## src/rtl/register_bank_pkg.sv

```systemverilog
// Shared CPU datapath definitions for the architectural register file.
//   REG_W     : register / data width
//   REG_CNT   : number of architectural registers
//   reg_idx_t : register index type
//   R0..R7    : named register indices
package register_bank_pkg;

    localparam int unsigned REG_W   = 8;
    localparam int unsigned REG_CNT = 8;

    typedef logic [2:0] reg_idx_t;

    localparam reg_idx_t R0 = 3'd0;
    localparam reg_idx_t R1 = 3'd1;
    localparam reg_idx_t R2 = 3'd2;
    localparam reg_idx_t R3 = 3'd3;
    localparam reg_idx_t R4 = 3'd4;
    localparam reg_idx_t R5 = 3'd5;
    localparam reg_idx_t R6 = 3'd6;
    localparam reg_idx_t R7 = 3'd7;

endpackage : register_bank_pkg

```

## src/rtl/reg_cell.sv

```systemverilog
// Single WIDTH-bit storage register with load enable.
//   clk   : clock, rising edge
//   rst_n : asynchronous active-low reset, clears q to 0
//   load  : when high, q takes d on the rising edge
//   d     : next value
//   q     : stored value
module reg_cell #(
    parameter int unsigned WIDTH = 8
) (
    input  logic             clk,
    input  logic             rst_n,
    input  logic             load,
    input  logic [WIDTH-1:0] d,
    output logic [WIDTH-1:0] q
);

    always_ff @(posedge clk or negedge rst_n) begin
        if (!rst_n) begin
            q <= '0;
        end else if (load) begin
            q <= d;
        end
    end

endmodule : reg_cell

```

## src/rtl/register_bank.sv

```systemverilog
// General-purpose register file R0..R(DEPTH-1) for the 8-bit CPU datapath.
// One write port and one combinational read port share a single select.
//   clk      : clock, rising edge
//   rst_n    : asynchronous active-low reset, clears every register
//   data_in  : write data
//   reg_sel  : register index for both write and read
//   en       : write enable, active-high
//   data_out : contents of the selected register (no write-through bypass)
module register_bank
    import register_bank_pkg::*;
#(
    parameter int unsigned WIDTH = REG_W,
    parameter int unsigned DEPTH = REG_CNT,
    parameter int unsigned SEL_W = $clog2(REG_CNT)
) (
    input  logic             clk,
    input  logic             rst_n,
    input  logic [WIDTH-1:0] data_in,
    input  logic [SEL_W-1:0] reg_sel,
    input  logic             en,
    output logic [WIDTH-1:0] data_out
);

    logic [DEPTH-1:0] load;
    logic [WIDTH-1:0] cell_q [DEPTH];

    for (genvar i = 0; i < DEPTH; i++) begin : g_cell
        // One-hot write decode: only the selected cell loads.
        assign load[i] = en && (reg_sel == SEL_W'(i));

        reg_cell #(
            .WIDTH (WIDTH)
        ) u_cell (
            .clk   (clk),
            .rst_n (rst_n),
            .load  (load[i]),
            .d     (data_in),
            .q     (cell_q[i])
        );
    end

    // DEPTH:1 read mux; reads the registered value, so a write only shows after the edge.
    always_comb begin
        data_out = '0;
        for (int unsigned i = 0; i < DEPTH; i++) begin
            if (reg_sel == SEL_W'(i)) begin
                data_out = cell_q[i];
            end
        end
    end

endmodule : register_bank

```

## config.mk

```make
export PLATFORM = sky130hd
export DESIGN_NAME = register_bank
export DESIGN_NICKNAME = d
export VERILOG_FILES = /design/src/rtl/register_bank_pkg.sv /design/src/rtl/reg_cell.sv /design/src/rtl/register_bank.sv
export SDC_FILE = /design/constraint.sdc
export NUM_CORES = 1
export LEC_CHECK = 0
export ABC_AREA = 1
export CAP_MARGIN = 20
export CELL_PAD_IN_SITES_DETAIL_PLACEMENT = 1
export CELL_PAD_IN_SITES_GLOBAL_PLACEMENT = 1
export CORE_ASPECT_RATIO = 1.4
export CORE_UTILIZATION = 46
export DETAILED_ROUTE_END_ITERATION = 10
export PLACE_DENSITY_LB_ADDON = 0.1
export SLEW_MARGIN = 25
export SYNTH_ARGS = -nofsm -noshare
export SYNTH_HDL_FRONTEND = slang
export SYNTH_HIERARCHICAL = 1
export SYNTH_SLANG_ARGS = --single-unit
```

## constraint.sdc

```tcl
create_clock -name clk -period 3.8 [get_ports clk]
set_input_delay 0.76 -clock clk [delete_from_list [all_inputs] [get_ports clk]]
set_output_delay 0.76 -clock clk [all_outputs]
set_load 0.05 [all_outputs]
```

==> impl_results.md, run 1 <==
- Max-slew violations: 0
- Vias/cell: between 5 and 6
- MaxCap Viol Count: 0
- R2R Setup Slk: 3150 ps
- Critical path buffer and inverter count: 2
- Largest registers: g_cell.u_cell/q (64)
- Clock slew at reported path FFs: about 70 ps
- Seq cells post-synth: 64
- Fmax: ~280 MHz
- Leak pwr: 0.001803 uW
- Vias in the first global route: 3051
- Max reg flops: 64
- Setup Viol. Count Final: 0
- Initial DRC Count: 141
- Antenna violations before repair: 0
- CTS tree: done
- Power, Total: 1802 uW
- Post-synth EDFFs: 0
- Clock skew: 0 ps
- Util after Layout: 0.5624
- Fin crit period: between 3000 and 4000 ps
- Cell taking the most area after synthesis: dfrtp_1
- Hold slack: 405.5 ps
- Critical path's top delay family: simple AND/OR/NAND/NOR gates
- Synth cell types: 12
- P&R area growth vs syn: 16.27%
- Initial Utilization: 0.4837
- Final net count: 434
- Final Hold Vio Count: 0
- Syn nets: slightly above 400
- Failing checks: DRC
- Gr usage total: 0.2948
- Port-buffer cells: 21
- Reg2reg end: g_cell[5].u_cell/q[6]
- Initial DRT Pass Iterations: 7
- YS warnings: 6
- Dpl cell area: 0.003366 mm2
- # fillers: 792
- Skew-Pair Late Insertion Delay: 330 ps
- Largest net degree at the start of global routing: 42
- Area contributors post-synth: dfrtp_1, nand2_1, nand4_1
- Crit path DAT: 2790 ps
- Crit-path max cell delay: approximately 550 ps
- Peak supply drop: 0.2833 mV
- # clock sinks: 64
- Ys async rst share: 1.000
- Critical path capture point type: output pin
- Num rows: 34
- CTS H-tree lvls: 3
- Clock buffer depth: 2
- Die Span Y: 98.28 um
- Crit Reg-Reg Startpoint: g_cell[5].u_cell/q[6]
- CP max FO: 9
- Status: finished with violations
- Ant diodes: 0
- CP startpoint kind: input port
- Post-route ant nets: 0
- PD cells: just over 500 mW/mm2
- Hold-fix buffers, CTS: 0
- Synth top area share: 0.5259
- RePlAce Congestion: 0.8319
- Rel. slew slack: 0.5542
- Min-delay worst type: in -> async
- WL per Instance: 18.73 um
- Top_reg_cell synth: dfrtp_1
- First-pass GRT wire length: 15.38 mm
- Placed insts: 481
- Worst R2R Path Depth: 2
- WL final: approximately 9.3 mm
- Crit path required time: roughly 3000 ps
- DR DRC count: 2
- Post-synthesis instance area: 0.003045 mm2
- Worst-Margin Slew: around 670 ps
- Cells after Synth: 395
- Layout cells sized above 1: 0.1090
- Die Footprint: 0.006954 mm2
- Mean Syn Cell Area: 7.710 um2
- Core ar.: 0.006296 mm2
- RSZ-0062 raised after global routing: no
- Vias: about 2800
- Finished Layout Cells: 494
- Cell chain of the critical path: clkdlybuf4s50_1 > nor2_1 > nand2_1 > nor2_1 > nor2_1 > nand4_1 > buf_12
- Biggest register: g_cell.u_cell/q
- Synth cell count leaders: nand2_1, dfrtp_1, nand4_1, nor2_1, inv_2
- Fin area: 0.003541 mm2
- # IOs: 22
- Die width: around 71 um
- Crit path top cell by count: nor2_1
- CTS Buf Count: 9
- Grt total ovfl: 0
- Cell with the most instances after synthesis: nand2_1
- Fin crit share: 0.9343
- HPWL Detailed: 6.562 mm
- Critical path's slowest cell: clkdlybuf4s50_1
- Crit Path Class: in -> out
- Register area share after synthesis: 0.5259
- CTS Root Cell: clkbuf_8
==> cells in the final DEF (no fill, tap or decap), types with 9 or more instances in the layout <==
cell type          n
nand4_1           40
inv_2             11
inv_1              9
nor2_1            18
nand2_1          217
buf_4             11
dfrtp_1           64
clkbuf_8          11
clkdlybuf4s50_1   12
==> per-stage QoR <==
stage / TNS, ps / setup WS, ps
2_1_floorplan: 0 / 1156
3_3_place_gp: -14.71 / -14.71
4_1_cts: 0 / 28.10
5_1_grt: 0 / 43.12
3_5_place_dp: 0 / 50.10
6_report: 0 / 249.6
==> layer usage <==
metal / routed length, um / up-vias / GRT usage
li1: - / 1307 / -
met1: 3842 / 1361 / 0.3396
met2: 4813 / 68 / 0.5274
met3: 275 / 26 / 0.05470
met4: 323 / 0 / 0.1277
met5: 0 / - / 0
==> logic make-up after synthesis <==
| group | synth area share |
|---|---|
| and+or+nand+nor | 0.4043 |
| buffers and inverters | 0.06985 |
| DFF | 0.5259 |
==> layout make-up <==
class                      instances  area, um2  area share
timing repair buffer              32      367.9      0.1039
inverter                          20      75.07     0.02120
clock inverter                     1      5.005    0.001413
tap                               72      90.09     0.02544
multi-input combinational        293       1246      0.3519
sequential                        64       1602      0.4523
clock buffer                      12      155.1     0.04382
==> worst max path at each step <==
stage                              to        from  depth (start not counted)
after detailed placement  data_out[1]  reg_sel[1]                          6
final                     data_out[7]  reg_sel[0]                          7
after CTS                 data_out[1]  reg_sel[2]                          6
after global placement    data_out[1]  reg_sel[2]                          6
after floorplan           data_out[0]  reg_sel[2]                          5
after global routing      data_out[7]  reg_sel[0]                          7
==> report_power, final <==
part / leakage (uW) / switching [uW] / internal, uW
Sequential: 0.000805 / 79.2 / 809
Clock: 0.0000842 / 247 / 261
Combinational: 0.000914 / 251 / 155
Total: 0.00180 / 577 / 1230
==> timing repair <==
action,4_1_cts,5_1_grt
setup endpoints to repair,1,8
gates cloned,0,0
setup buffers,0,0
hold endpoints to repair,0,0
resized for setup,1,1
Power figures use the tool's default switching activity.
==> inputs of run 2 (changes only) <==
--- a/config.mk
+++ b/config.mk
@@ -10,7 +10,8 @@
 export CELL_PAD_IN_SITES_DETAIL_PLACEMENT = 1
 export CELL_PAD_IN_SITES_GLOBAL_PLACEMENT = 1
 export CORE_ASPECT_RATIO = 1.4
-export CORE_UTILIZATION = 46
+export CORE_UTILIZATION = 34
+export CTS_CLUSTER_DIAMETER = 120
 export DETAILED_ROUTE_END_ITERATION = 10
 export PLACE_DENSITY_LB_ADDON = 0.1
 export SLEW_MARGIN = 25
==> run 2 against run 1 <==
Effect of this change:
- the flow now finishes without violations
- highest routed layer unchanged
- maximum frequency grew 1.8%
- clock skew unchanged
- global-route usage down 5.9 points
- largest cell class unchanged
- register-to-register slack improved by 20 ps
- hold slack worse by 20 ps
- final cell count rose by 7.7%
==> impl_results.md, run 2 (synthesis results as in run 1) <==
- Die Span Y: 114.0 um
- Initial DRC Count: 133
- RePlAce Congestion: 0.7927
- Crit path to: data_out[1]
- Crit path DAT: 2730 ps
- Skew-Pair Late Insertion Delay: 340 ps
- DR DRC count: 0
- Die width: 81.99 um
- Setup Viol. Count Final: 0
- CP startpoint kind: input port
- Multi-input gate area: 0.001246 mm2
- Max-slew violations: 0
- R2R Setup Slk: 3170 ps
- Leak pwr: approximately 0.0019 uW
- Met3 usage: 0.03680
- First-pass GRT wire length: roughly 15 mm
- Core ar.: 0.008658 mm2
- Fmax: roughly 290 MHz
- Hold-fix buffers, CTS: 0
- Final Hold Vio Count: 0
- Placed insts: between 500 and 600
- MaxCap Viol Count: 0
- Post-CTS sizing: 0
- CTS tree: done
- Clock slew at reported path FFs: 50 ps
- Ant diodes: 0
- Crit Path Class: in -> out
- Vias in the first global route: 2772
- CTS Buf Count: 9
- Clock skew: 0 ps
- Grt met2 use: 0.3879
- Critical path capture point type: output pin
- Worst-Margin Slew: about 670 ps
- Fin crit period: between 3000 and 4000 ps
- Post-route ant nets: 0
- Commonest non-fill, non-tap cell in the layout: nand2_1
- RSZ-0062 raised after global routing: no
- Antenna violations before repair: 0
- Clock buffer depth: 2
- Worst slack at placement: 292.9 ps
- Port-buffer cells: 21
- Crit path required time: a little over 3000 ps
- Grt total ovfl: 0
- Vias/cell: 5.026
- Met1 usage: 0.3008
- # fillers: between 1000 and 1500
- WL per Instance: 18.21 um
- # IOs: 22
- Layout cells sized above 1: 0.1171
- CP startpoint: reg_sel[0]
- Initial DRT Pass Iterations: 4
- WL final: 9.688 mm
- Biggest register: g_cell.u_cell/q
- # clock sinks: 64
- Largest net degree at the start of global routing: 25
- Crit Reg-Reg Startpoint: g_cell[0].u_cell/q[6]
- Die Footprint: 0.009345 mm2
- Status: complete, no violations
- Gr usage total: 0.2357
- Final net count: 438
- PD cells: 554.2 mW/mm2
- Max reg flops: 64
- Min-delay worst type: in -> async
- Initial Utilization: 0.3517
- CP max FO: 9
- FF+latch area: 0.001602 mm2
- CTS Root Cell: clkbuf_16
- Commonest non-fill, non-tap cells in the layout: nand2_1, dfrtp_1, nand4_1
- Setup ws final: 313.9 ps
- Post-CTS Setup Bufs: 0
- Peak supply drop: 0.3088 mV
- Reg2reg end: g_cell[0].u_cell/q[6]
- P&R area growth vs syn: 22.35%
- Largest registers: g_cell.u_cell/q (64)
- Worst R2R Path Depth: 2
- Finished Layout Cells: roughly 530
- CTS H-tree lvls: 3
- Vias: 2674
- Num rows: 40
- Fin crit share: 0.9174
- HPWL Detailed: roughly 6.8 mm
- Rel. slew slack: 0.5542
- GRT busiest layer: met2
[run 2: cell type report]
class | instances | area share
sequential | 64 | 0.4298
multi-input combinational | 293 | 0.3345
timing repair buffer | 36 | 0.1068
clock buffer | 14 | 0.07354
tap | 105 | 0.03526
inverter | 20 | 0.02015
[run 2: worst min path at each step]
stage	from	cells after the start	slack, ps	end
2_1_floorplan	g_cell[4].u_cell/q[0]	2	440	g_cell[4].u_cell/q[0]
6_report	rst_n	1	390	g_cell[2].u_cell/q[3]
3_3_place_gp	g_cell[4].u_cell/q[2]	2	450	g_cell[4].u_cell/q[2]
3_5_place_dp	g_cell[1].u_cell/q[5]	2	460	g_cell[1].u_cell/q[5]
4_1_cts	rst_n	1	400	g_cell[0].u_cell/q[3]
5_1_grt	rst_n	1	430	g_cell[4].u_cell/q[7]
[run 2: stage by stage]
| step | power (uW) | hold slack [ps] | area (um2) | util | setup TNS (ps) |
|---|---|---|---|---|---|
| floorplan | 1103 | 441.9 | 3045 | - | 0 |
| global placement | 1290 | 452.9 | 3437 | 0.3970 | -457.7 |
| detailed placement | 1303 | 459.1 | 3452 | 0.3987 | 0 |
| CTS | 2089 | 400.1 | 3726 | 0.4303 | 0 |
| global route | 2158 | 428.4 | 3726 | 0.4303 | 0 |
| finish | 2065 | 385.1 | 3726 | 0.4303 | 0 |
[run 2: layer usage]
| layer | wire [um] | part of all wire |
|---|---|---|
| met2 | 4963 | 0.51 |
| met1 | 4347 | 0.45 |
| met5 | 0 | 0 |
| met3 | 194 | 0.020 |
| met4 | 182 | 0.019 |
[run 2: power breakdown]
group	total [uW]	leakage, uW	internal (uW)	switching [uW]
combinational	403	0.000934	157	245
sequential	883	0.000805	811	72.6
clock	779	0.000135	488	291
[run 2: critical path, cell delays in order]
cell             delay (ps)
clkdlybuf4s50_1         480
nor2_1                  560
nand2_1                 370
nor2_1                  170
nor2_1                   60
nand4_1                 150
buf_12                  160
==> inputs of run 3 (changes only) <==
--- a/config.mk
+++ b/config.mk
@@ -13,6 +13,7 @@
 export CORE_UTILIZATION = 34
 export CTS_CLUSTER_DIAMETER = 120
 export DETAILED_ROUTE_END_ITERATION = 10
+export DONT_BUFFER_PORTS = 1
 export PLACE_DENSITY_LB_ADDON = 0.1
 export SLEW_MARGIN = 25
 export SYNTH_ARGS = -nofsm -noshare
==> run 3 against run 2 <==
Effect of this change:
- routed wire length is 2.2% higher
- critical endpoint is now data_out[0]
- highest routed layer unchanged
- global-route usage is 0.68 points higher
- die area stayed put
- largest power group unchanged
- sequential share of layout area is 3.8 points higher
- largest cell class unchanged
- setup slack better by 300 ps
- final cell count is 5.5% lower
- register-to-register slack worse by 20 ps
- utilization is 3.5 points lower
==> impl_results.md, run 3 (synthesis results as in run 1) <==
- Clock share of power: 0.411
- Sw frac: 0.3029
- Vias in the first global route: between 2000 and 3000
- Largest net degree at the start of global routing: 65
- Status: complete, no violations
- CTS Buf Count: 9
- Num rows: 40
- Power, Total: just under 2000 uW
- Hold-fix buffers, CTS: 0
- Min-delay worst type: in -> async
- Largest registers: g_cell.u_cell/q (64)
- Post-CTS sizing: 0
- MaxCap Viol Count: 0
- Commonest non-fill, non-tap cell in the layout: nand2_1
- Max reg flops: 64
- Crit Path Class: in -> out
- Post-route setup TNS: 0 ps
- Ant diodes: 0
- Clock slew at reported path FFs: 60 ps
- Initial DRT Pass Iterations: 4
- Post-route ant nets: 0
- Crit Reg-Reg Startpoint: g_cell[5].u_cell/q[6]
- Rel. slew slack: 0.3949
- Leak pwr: 0.001708 uW
- Port-buffer cells: 0
- Final Hold Vio Count: 0
- Psw: 599.4 uW
- HPWL Detailed: a little under 7 mm
- Crit path required time: 3040 ps
- Grt total ovfl: 0
- Sequential power share: 0.451
- RSZ-0062 raised after global routing: no
- # clock sinks: 64
- WL per Instance: roughly 20 um
- Critical path buffer and inverter count: 1
- Fin crit period: ~3200 ps
- Skew-Pair Late Insertion Delay: 330 ps
- Setup Viol. Count Final: 0
- Critical path capture point type: output pin
- Crit path DAT: between 2000 and 2500 ps
- Fin crit share: 0.8382
- DR DRC count: 0
- Layout cells sized above 1: 0.09548
- Worst-Margin Slew: about 900 ps
- Dpl cell area: about 0.0031 mm2
- Antenna violations before repair: 0
- Critical path's slowest cell: nor3_1
- WL final: 9.899 mm
- Core ar.: around 0.0087 mm2
- Vias: 2604
- Die Span Y: between 100 and 150 um
- CP max FO: 38
- Final net count: between 400 and 500
- Initial DRC Count: 157
- RePlAce Congestion: about 0.75
- CTS tree: done
- Commonest non-fill, non-tap cells in the layout: nand2_1, dfrtp_1, nand4_1
- Reg2reg end: g_cell[5].u_cell/q[6]
- First-pass GRT wire length: 15.94 mm
- PD cells: 578.0 mW/mm2
- Post-CTS Setup Bufs: 0
- CTS Root Cell: clkbuf_16
- Cell chain of the critical path: inv_2 > nor3_1 > nand2_1 > nand4_1
- Die Footprint: between 0.009 and 0.01 mm2
- Placed insts: 487
- CP startpoint kind: input port
- Internal power: approximately 1400 uW
- Die width: 81.99 um
- Clock skew: 0 ps
- R2R Setup Slk: 3150 ps
- Crit-path max cell delay: 780 ps
- Initial Utilization: 0.3517
- Finished Layout Cells: 503
- Fin area: 0.003423 mm2
- Fmax: 314.0 MHz
- # fillers: 1088
- CTS H-tree lvls: 3
- Combinational fraction of design power: 0.138
- CP startpoint: reg_sel[2]
- Max-slew violations: 0
- Gr usage total: 0.2426
- P&R area growth vs syn: 12.41%
- Peak supply drop: 0.3273 mV
- Worst R2R Path Depth: 2
- Critical path's top delay family: simple AND/OR/NAND/NOR gates
- Biggest register: g_cell.u_cell/q
- Clock buffer depth: 2
- Vias/cell: 5.177
- # IOs: 22
run 3: changes by cell type in the layout (fill, tap and decap cells not counted), moves of 3 or more:
cell             previous run  this run
clkdlybuf4s50_1            12         0
buf_4                      15         5
buf_12                      8         0
nor4_1                      7         3
clkinvlp_4                  0         3
run 3: cell type report:
class	instances	area [um2]	area share
flip-flops and latches	64	1602	0.4678
clock inverters	4	27.53	0.008041
well taps	105	131.4	0.03838
clock buffers	12	266.5	0.07785
multi-input cells	293	1284	0.3750
repair buffers	5	37.54	0.01096
inverters	20	75.07	0.02193
run 3: worst max-delay path by stage:
stage          depth (start not counted)  slack, ps           to
3_3_place_gp                           4        350  data_out[1]
6_report                               4        610  data_out[0]
4_1_cts                                4        510  data_out[6]
2_1_floorplan                          5       1160  data_out[0]
5_1_grt                                4        420  data_out[7]
3_5_place_dp                           4        510  data_out[6]
run 3: through the flow:
| stage | setup WS [ps] | hold slack [ps] | util |
|---|---|---|---|
| after detailed placement | 513.8 | 458.3 | 0.3608 |
| after floorplan | 1156 | 441.9 | - |
| after CTS | 512.8 | 107.4 | 0.3948 |
| final | 614.8 | 116.5 | 0.3954 |
| after global routing | 416.4 | 99.63 | 0.3954 |
| after global placement | 350.5 | 453.5 | 0.3582 |
run 3: power by group through the flow:
stage               Clock, uW  Combinational, uW  Sequential [uW]
global route              858                309              908
CTS                       826                278              894
detailed placement          0                278              904
floorplan                   0                233              870
global placement            0                266              904
finish                    814                273              891
run 3: layer usage:
layer,routed length [um],global-route usage,vias to the layer above
met4,223,0.09591,0
met3,330,0.06480,14
met1,4320,0.3076,1286
met2,5025,0.3868,43
li1,-,-,1261
met5,0,0,-
